File: config.mk
export PLATFORM = sky130hd
export DESIGN_NAME = nervous_shock_detector
export DESIGN_NICKNAME = d
export VERILOG_FILES = /design/src/rtl/nervous_pkg.sv /design/src/rtl/nervous_toggle_window.sv /design/src/rtl/nervous_shock_detector.sv
export SDC_FILE = /design/constraint.sdc
export NUM_CORES = 1
export LEC_CHECK = 0
export BUFFER_PORTS_ARGS = -buffer_cell sky130_fd_sc_hd__buf_4
export CORE_AREA = 2 2 39 41
export DETAILED_ROUTE_END_ITERATION = 10
export DIE_AREA = 0 0 41 43
export PLACE_DENSITY_LB_ADDON = 0.1
export REMOVE_ABC_BUFFERS = 1
export SYNTH_ARGS = -nofsm -noshare
export SYNTH_HDL_FRONTEND = slang
export SYNTH_SLANG_ARGS = --single-unit
File: constraint.sdc
create_clock -name clock -period 3.7 [get_ports clock]
set_input_delay 0.185 -clock clock [delete_from_list [all_inputs] [get_ports clock]]
set_output_delay 0.185 -clock clock [all_outputs]
set_load 0.02 [all_outputs]
File: src/rtl/nervous_pkg.sv
// Purpose : shared level encoding and default window/threshold constants for the nerve-shock detector.
// Latency : n/a (types and constants only).
// Backpres: n/a.
package nervous_pkg;

  typedef enum logic [1:0] {
    NORMAL   = 2'b00,
    MILD     = 2'b01,
    SEVERE   = 2'b10,
    CRITICAL = 2'b11
  } nerve_level_t;

  localparam int WINDOW_DEF        = 16;
  localparam int MILD_THRESH_DEF   = 4;
  localparam int SEVERE_THRESH_DEF = 10;

  // Width that holds every value 0..win, used for the cycle and toggle counters.
  function automatic int cnt_width(input int win);
    return $clog2(win + 1);
  endfunction

endpackage

File: src/rtl/nervous_toggle_window.sv
// Purpose : counts level toggles of a 1-bit sample stream over fixed, non-overlapping windows.
// Latency : win_done/win_toggles are combinational during the window's last sample cycle.
// Backpres: none; one sample is consumed every clock.
//
// Ports:
//   clock, reset  - rising-edge clock, async active-high reset
//   inputdata     - serial sample
//   win_done      - high for the one cycle whose edge closes the window
//   win_toggles   - toggle total for the window, including the closing sample
module nervous_toggle_window
  import nervous_pkg::*;
#(
  parameter int WINDOW = WINDOW_DEF,
  parameter int CNT_W  = cnt_width(WINDOW)
) (
  input  logic             clock,
  input  logic             reset,
  input  logic             inputdata,
  output logic             win_done,
  output logic [CNT_W-1:0] win_toggles
);

  localparam logic [CNT_W-1:0] LAST = CNT_W'(WINDOW - 1);

  logic             prev_bit_q, prev_bit_d;
  logic             first_q, first_d;
  logic [CNT_W-1:0] cycle_cnt_q, cycle_cnt_d;
  logic [CNT_W-1:0] tog_cnt_q, tog_cnt_d;
  logic             toggle;
  logic [CNT_W-1:0] tot;

  always_comb begin
    // The first sample after reset has no predecessor, so it never toggles.
    toggle      = ~first_q & (inputdata ^ prev_bit_q);
    tot         = tog_cnt_q + CNT_W'(toggle);
    win_done    = (cycle_cnt_q == LAST);
    win_toggles = tot;

    // prev_bit deliberately carries across window boundaries.
    prev_bit_d  = inputdata;
    first_d     = 1'b0;
    if (win_done) begin
      cycle_cnt_d = '0;
      tog_cnt_d   = '0;
    end else begin
      cycle_cnt_d = cycle_cnt_q + CNT_W'(1);
      tog_cnt_d   = tot;
    end
  end

  always_ff @(posedge clock or posedge reset) begin
    if (reset) begin
      prev_bit_q  <= 1'b0;
      first_q     <= 1'b1;
      cycle_cnt_q <= '0;
      tog_cnt_q   <= '0;
    end else begin
      prev_bit_q  <= prev_bit_d;
      first_q     <= first_d;
      cycle_cnt_q <= cycle_cnt_d;
      tog_cnt_q   <= tog_cnt_d;
    end
  end

endmodule

File: src/rtl/nervous_shock_detector.sv
// Purpose : grades each toggle window of a serial nerve signal into NORMAL/MILD/SEVERE/CRITICAL.
// Latency : new level visible the cycle after the window's last sample edge; stable for a window.
// Backpres: none; free-running stream, one sample per clock.
//
// Ports:
//   clock, reset        - rising-edge clock, async active-high reset
//   inputdata           - serial nerve sample
//   nervousAbnormality  - registered level (00 NORMAL, 01 MILD, 10 SEVERE, 11 CRITICAL)
//
// Build option: define NERVOUS_LATCH_EN to make the output sticky at the highest level
// reached since reset; otherwise every window overwrites it.
module nervous_shock_detector
  import nervous_pkg::*;
#(
  parameter int WINDOW        = WINDOW_DEF,
  parameter int MILD_THRESH   = MILD_THRESH_DEF,
  parameter int SEVERE_THRESH = SEVERE_THRESH_DEF
) (
  input  logic       clock,
  input  logic       reset,
  input  logic       inputdata,
  output logic [1:0] nervousAbnormality
);

  localparam int               CNT_W  = cnt_width(WINDOW);
  localparam logic [CNT_W-1:0] MILD_T = CNT_W'(MILD_THRESH);
  localparam logic [CNT_W-1:0] SEV_T  = CNT_W'(SEVERE_THRESH);

  logic             win_done;
  logic [CNT_W-1:0] win_toggles;

  nerve_level_t lvl;
  nerve_level_t out_q, out_d;
  logic         sev_prev_q, sev_prev_d;
  logic         is_severe;

  nervous_toggle_window #(
    .WINDOW (WINDOW),
    .CNT_W  (CNT_W)
  ) u_window (
    .clock       (clock),
    .reset       (reset),
    .inputdata   (inputdata),
    .win_done    (win_done),
    .win_toggles (win_toggles)
  );

  always_comb begin
    is_severe = (win_toggles >= SEV_T);
    lvl       = NORMAL;
    if (is_severe) begin
      // Two severe windows back to back escalate to CRITICAL.
      lvl = sev_prev_q ? CRITICAL : SEVERE;
    end else if (win_toggles >= MILD_T) begin
      lvl = MILD;
    end

    sev_prev_d = sev_prev_q;
    out_d      = out_q;
    if (win_done) begin
      sev_prev_d = is_severe;
`ifdef NERVOUS_LATCH_EN
      if (lvl > out_q) begin
        out_d = lvl;
      end
`else
      out_d = lvl;
`endif
    end
  end

  always_ff @(posedge clock or posedge reset) begin
    if (reset) begin
      out_q      <= NORMAL;
      sev_prev_q <= 1'b0;
    end else begin
      out_q      <= out_d;
      sev_prev_q <= sev_prev_d;
    end
  end

  assign nervousAbnormality = out_q;

endmodule

Word-level counts from Yosys, hierarchy flattened. Cells that the tools add are included.

Add/subtract/negate cells: 2. Muxes and demuxes: 5. Bitwise gates (word level): 3. Eq/ne operators: 1. $lt $le $gt $ge: 2.

Operator list (count): $mux 5 (2); $add 5x1->5 (1); $add 5x1->5 const B (1); $eq 5x4->1 const B (1); $ge 5x3->1 const B (1); $ge 5x4->1 const B (1); $mux 1 (2); $mux 2 (1); $and 1x1->1 (1); $not 1->1 (1); $xor 1x1->1 (1).

Bits in registers: 15. Input bits: 3.

Longest topological paths before layout. Gate-level depths: netlist (run 1).

Word-level depth: 6. Gate-level depth with buffers: 9. Mapped depth without buffers: 8.

Cells and area by module. From an unflattened synthesis (run 1), not the netlist that was laid out.

Cells, all modules: 53. Area, all modules: 643.1 sq um.

By module, submodules not included: nervous_toggle_window (cells each 40, seq. area each 301.5 sq um, area each 526.8 sq um, times used 1); nervous_shock_detector (cells each 13, seq. area each 50.0 sq um, area each 116.4 sq um, times used 1).

Least setup slack after synthesis (run 1). No wires, ideal clock.

Kind: reg2reg. Start point: register u_window.prev_bit_q. End point: register out_q[1], in the netlist nervousAbnormality[1]. Buffers on the path: 1. Setup time: 121 ps. Stages on the path, launching flop included: 10. Clock period less this slack: 1875 ps. Setup slack: 1825 ps. Data arrival time: 1754 ps. Cell sequence: dfrtp_1 > xnor2_1 > nor2_1 > ha_1 > ha_1 > clkbuf_1 > nand2b_1 > a311oi_1 > nor3_1 > a22o_1.

Word-level cells in the longest chain between the ends: 5.

RTL lines: start: declaration (RTL line nervous_toggle_window.sv:25) `logic prev_bit_q, prev_bit_d;`; start signal: assignment (RTL line nervous_toggle_window.sv:58) `prev_bit_q <= prev_bit_d;`; $xor 1x1->1 (RTL line nervous_toggle_window.sv:34) `toggle = ~first_q & (inputdata ^ prev_bit_q);`; $and 1x1->1 (RTL line nervous_toggle_window.sv:34); $add 5x1->5 (RTL line nervous_toggle_window.sv:35) `tot = tog_cnt_q + CNT_W'(toggle);`; $ge 5x4->1 (RTL line nervous_shock_detector.sv:49) `is_severe = (win_toggles >= SEV_T);`; $mux 2 (RTL line nervous_shock_detector.sv:51) `if (is_severe) begin`; end signal: assignment (RTL line nervous_shock_detector.sv:77) `out_q <= out_d;`; end: declaration (RTL line nervous_shock_detector.sv:33) `nerve_level_t out_q, out_d;`.

Every way passes these cells. A chain may end at the register's enable or synchronous reset.

Worst setup path after layout (run 1). Ends and elaborated chain as after synthesis.

==> results of run 1 <==
Yosys cell counts, types with 2 or more instances:
cell | count | area share
nor3_1 | 2 | 0.015
xnor2_1 | 2 | 0.025
xor2_1 | 4 | 0.051
nand2_1 | 3 | 0.016
buf_2 | 4 | 0.029
nand3_1 | 3 | 0.022
nor2_1 | 8 | 0.044
dfrtp_1 | 13 | 0.47
and2_1 | 4 | 0.036
ha_1 | 3 | 0.054
worst paths after layout:
check | startpoint | end | slack [ns]
setup / recovery | u_window.prev_bit_q | nervousAbnormality[1] | 1.71
hold / removal | inputdata | u_window.prev_bit_q | 0.02
setup reg to reg | u_window.prev_bit_q | nervousAbnormality[1] | 1.71
hold reg to reg | u_window.cycle_cnt_q[0] | u_window.cycle_cnt_q[0] | 0.46
max in group asynchronous | reset | u_window.first_q | 2.85
min in group asynchronous | reset | u_window.prev_bit_q | 0.49
state kept, by name, summed over array words and instances, names as in the netlist:
signal,flops
u_window.prev_bit_q,1
u_window.tog_cnt_q,5
u_window.cycle_cnt_q,5
u_window.first_q,1
nervousAbnormality,2
area by class of cell:
class                           count  area, um2  area share
Sequential cell                    14        352       0.466
Multi-Input combinational cell     45        303       0.401
Timing Repair Buffer                5       40.0      0.0531
Clock buffer                        4       36.3      0.0481
Tap cell                           16       20.0      0.0265
Inverter                            1       3.75     0.00498
report_power, final:
part | switching (mW) | internal [mW]
clock network | 0.0492 | 0.0599
logic | 0.0273 | 0.0274
registers | 0.00757 | 0.164
total | 0.0841 | 0.252
kinds of logic (layout without fill, tap and decap cells):
logic type,after synthesis,count (layout)
and+or+nand+nor,26,26
adders and majority gates,3,3
other,1,1
DFF,14,14
xor gates and xnor gates,6,6
buffers and inverters,7,10
AOI/OAI and AO/OA,9,9
critical path, stage by stage (launching register included):
cell and delay, ns:
dfrtp_1 0.38, xnor2_1 0.14, nor2_1 0.05, ha_1 0.23
ha_1 0.33, nand2b_1 0.15, a311oi_1 0.28, nor3_1 0.11
a22o_1 0.19
layer usage:
layer	track usage	wire length, um	vias to the layer above
li1	-	-	226
met3	0.0628	39	4
met2	0.219	455	8
met1	0.265	563	217
met4	0.140	32	0
met5	0	0	-
timing repair:
action	4_1_cts	5_1_grt
hold endpoints to repair	13	0
setup buffers	0	0
hold buffers	1	0
metrics by stage:
| step | util | cell area [um2] |
|---|---|---|
| 2_1_floorplan | - | 658 |
| 3_3_place_gp | 0.512 | 708 |
| 3_5_place_dp | 0.512 | 708 |
| 4_1_cts | 0.545 | 754 |
| 5_1_grt | 0.545 | 754 |
| 6_report | 0.545 | 754 |
placed cells by master (no fill, tap or decap), types with 2 or more instances in the layout:
master and instances:
nor3_1 2, xnor2_1 2, xor2_1 4, buf_4 4, dfrtp_1 13, clkbuf_4 3
and2_1 4, nor2_1 8, ha_1 3, nand3_1 3, nand2_1 3
==> metrics, run 1 <==
Sum Neg Setup Slack=0 ns; crit-path max FO=5; CTS buffer count=3; EDFF count, synth=0; Worst Skew=~0.0043 ns; fill count=127; global-route wire length before repair=~2.1 mm; Mean Syn Cell Area=10.4 um2; Post-Syn Area=689 um2; clk sinks=14; RSZ-0062 raised after global routing=false; Synth Area in Simple Gates=0.196; yosys warns=0; routability congestion estimate=0.691; cts repair resizes=0; DR vias/cell=~5.4; Seq/Total Area, Yosys=0.510; adder-cell share of the synthesized area=0.0544; total gr overflow=0; CP Data Required Time=between 3 and 4 ns; H-Tree Depth=1; status=completed; NumNets Final=76; f_max=0.504 GHz; layout cells sized above 1=0.159; Post-Place Cells=80; Die X=41 um; post-synthesis mux area share=0; VDD IR max=0.236 mV; final setup margin=1.71 ns; Layout Cells excl Fill=85; min cycle time layout=between 1.5 and 2 ns; post-route DRC violation count=0; crit start category=flop; via count=455; Max-slew headroom=0.648; largest family of logic cells by synthesized area=simple AND/OR/NAND/NOR gates; Cells after Synth=66; Clk pin slew, worst setup/hold paths=0.08 ns; initial antenna violation count=0; HPWL after DPL=736 um; area delta synth->final=9.44%; IO Pins=5; number of diodes=0; Final Cycle Share=0.537; final hold violation count=0; die area=roughly 1800 um2; pin count of the biggest net entering global routing=15; Tot Pwr=0.336 mW; maxcap violations=0; Top FF cell, synth=dfrtp_1; DRT Pass-1 Iters=4; clk buf depth=2; FP Rows=14; hold depth=1; cells on worst reg2reg path=8; Post-DRT Antenna Nets=0; Initial Utilization=0.498; WL/cell=12.8 um; crit end category=flop; Root Driver=clkbuf_4; Vert. Die Dim=43 um; Worst-Skew Late Latency=0.28 ns; xor/xnor share of the synthesized area=0.0762; drt first-iter violations=9; # setup viols final=0; drt total wl=1.09 mm; vias in the first global route=468; Leakage=0.359 nW; Netlist cell types=30; worst min path class=in -> reg; worst slew pin tran=0.527 ns; Async SR Flop Fraction=1.00; smallest hold slack=0.0202 ns; core area=1380 um2; post-synthesis compound-gate area fraction=0.107; PD cells=445 nW/um2; max-slew violations=0; critical path type=reg -> reg; CTS tree=built; Yosys reg bits=14; port buffer count=4; Crit path arrival time=2.16 ns; worst slack, placed=1.74 ns; Global Route Usage Sum=0.184
Note: power is estimated with default switching activity, not from simulation.
==> run 2: changes to the inputs <==
--- a/config.mk
+++ b/config.mk
@@ -6,9 +6,9 @@
 export NUM_CORES = 1
 export LEC_CHECK = 0
 export BUFFER_PORTS_ARGS = -buffer_cell sky130_fd_sc_hd__buf_4
-export CORE_AREA = 2 2 39 41
+export CORE_MARGIN = 1
+export CORE_UTILIZATION = 50
 export DETAILED_ROUTE_END_ITERATION = 10
-export DIE_AREA = 0 0 41 43
 export PLACE_DENSITY_LB_ADDON = 0.1
 export REMOVE_ABC_BUFFERS = 1
 export SYNTH_ARGS = -nofsm -noshare
==> constraint.sdc (replaced) <==
create_clock -name clock -period 1.6 [get_ports clock]
set_input_delay 0.08 -clock clock [delete_from_list [all_inputs] [get_ports clock]]
set_output_delay 0.08 -clock clock [all_outputs]
set_load 0.02 [all_outputs]
==> run 2 against run 1 <==
Final area increased by 18%; clock power increased by 93%; hold slack improved by 0.32 ns; critical path depth unchanged; clock skew grew 0.0076 ns; count of clock-buffer cells in the layout did not move; setup slack worse by 1.9 ns; the run now ends with negative setup slack left; flip-flop and latch count unchanged; cell count grew 11%; fmax increased by 12%.
==> metrics, run 2 (same netlist as run 1, synthesis figures left out) <==
status=finished, violations left; failing checks=negative setup slack; final instance area=around 890 um2; critical path type=reg -> reg; via count=487; final setup margin=-0.166 ns; number of diodes=0; area post-placement=between 700 and 800 um2; fill count=102; Final Cycle Share=1.10; post-route DRC violation count=0; Leakage=0.399 nW; core area=around 1300 um2; Max-slew headroom=0.644; FP Rows=13; Int Pwr=0.545 mW; Root Driver=clkbuf_4; DRT Pass-1 Iters=4; drt total wl=1.28 mm; layout cells sized above 1=0.367; Post-DRT Antenna Nets=0; leading cell type in the layout, fill and taps excluded=dfrtp_1; Tot Pwr=0.743 mW; NetSw=0.198 mW; Worst-Skew Late Latency=roughly 0.28 ns; pin count of the biggest net entering global routing=15; Clk pin slew, worst setup/hold paths=0.09 ns; PD cells=between 800 and 900 nW/um2; # setup viols final=2; Global Route Usage Sum=0.207; Initial Utilization=0.537; CP Data Required Time=roughly 1.8 ns; CTS tree=built; worst slew pin tran=0.534 ns; VDD IR max=0.498 mV; final hold violation count=0; Worst Skew=between 0.01 and 0.015 ns; Layout Utilization=0.690; vias in the first global route=465; Flop pwr share=0.536; worst min path class=in -> reg; global-route wire length before repair=between 2 and 2.5 mm; min cycle time layout=around 1.8 ns; DR vias/cell=5.18; drt first-iter violations=8; NumNets Final=86; max-slew violations=0; Die X=39.1 um; most frequent cells in the layout=dfrtp_1, buf_4, nor2_1, xor2_1, and2_1; Vert. Die Dim=39.1 um; crit end category=flop; die area=1530 um2; worst slack, placed=-0.308 ns; Logic pwr share=0.180; clk sinks=14; Layout Cells excl Fill=94; f_max=0.566 GHz; Post-Place Cells=87; area delta synth->final=28.7%; H-Tree Depth=1; maxcap violations=0; WL/cell=13.6 um; RSZ-0062 raised after global routing=true; HPWL after DPL=822 um; CTS buffer count=3; total gr overflow=0; initial antenna violation count=0; Clock power frac=0.283; routability congestion estimate=0.771; IO Pins=5; crit start category=flop; port buffer count=4; clk buf depth=2; crit-path max FO=4; Crit path arrival time=1.94 ns; switching share of power=0.266
==> run 2: cell types whose count changed in the layout (fill, tap and decap cells not counted), moves of 2 or more <==
cell / change
buf_4: +8
ha_1: -2
nand3_1: -2
nand3_2: +2
nor3_1: -2
nor3_2: +2
==> run 2: worst max-delay path: stages (launching register included) <==
cell	delay [ns]
dfrtp_1	0.38
xnor2_1	0.12
nor2_1	0.11
ha_2	0.21
ha_4	0.21
nand2b_4	0.14
a311oi_2	0.22
nor3_2	0.09
a22o_1	0.20
==> run 2: worst paths after layout <==
path	startpoint	endpoint	slack, ns	cells past startpoint
setup / recovery	u_window.prev_bit_q	nervousAbnormality[1]	-0.17	8
hold / removal	inputdata	u_window.tog_cnt_q[0]	0.34	5
setup reg to reg	u_window.prev_bit_q	nervousAbnormality[1]	-0.17	8
hold reg to reg	u_window.cycle_cnt_q[2]	u_window.cycle_cnt_q[2]	0.51	1
max in group asynchronous	reset	u_window.first_q	0.83	3
min in group asynchronous	reset	u_window.cycle_cnt_q[0]	0.40	3
==> run 2: timing repair <==
item | in CTS | in global routing
pin swaps | 6 | 5
endpoints found under the setup margin | 3 | 4
hold endpoints to repair | 14 | 0
gates resized for setup | 7 | 4
hold buffers | 2 | 0
setup buffers | 0 | 1
==> run 2: layout make-up <==
class / instances / area, um2 / share of cell area
Timing Repair Buffer: 15 / 121 / 0.137
Sequential cell: 14 / 352 / 0.396
Clock buffer: 4 / 26.3 / 0.0296
Multi-Input combinational cell: 45 / 365 / 0.412
Tap cell: 15 / 18.8 / 0.0212
Inverter: 1 / 3.75 / 0.00423
==> run 2: metal layers <==
metal	GRT usage	up-vias	wire, um
li1	-	248	-
met1	0.283	232	629
met2	0.300	5	604
met3	0.0347	2	25
met4	0.129	0	15
met5	0	-	0
==> run 2: per-stage QoR <==
stage	hold slack [ns]	setup TNS, ns
final	0.341	-0.285
after global routing	0.377	-0.543
after CTS	0.374	-0.339
after detailed placement	0.154	-0.569
after global placement	0.151	-0.513
after floorplan	-0.0315	-0.432
==> run 2: power by group through the flow <==
stage                     logic (mW)  clock network, mW  registers, mW
after detailed placement       0.129                  0          0.404
after floorplan               0.0552                  0          0.429
final                          0.134              0.210          0.399
after CTS                      0.136              0.216          0.399
after global routing           0.144              0.231          0.402
after global placement         0.129                  0          0.405
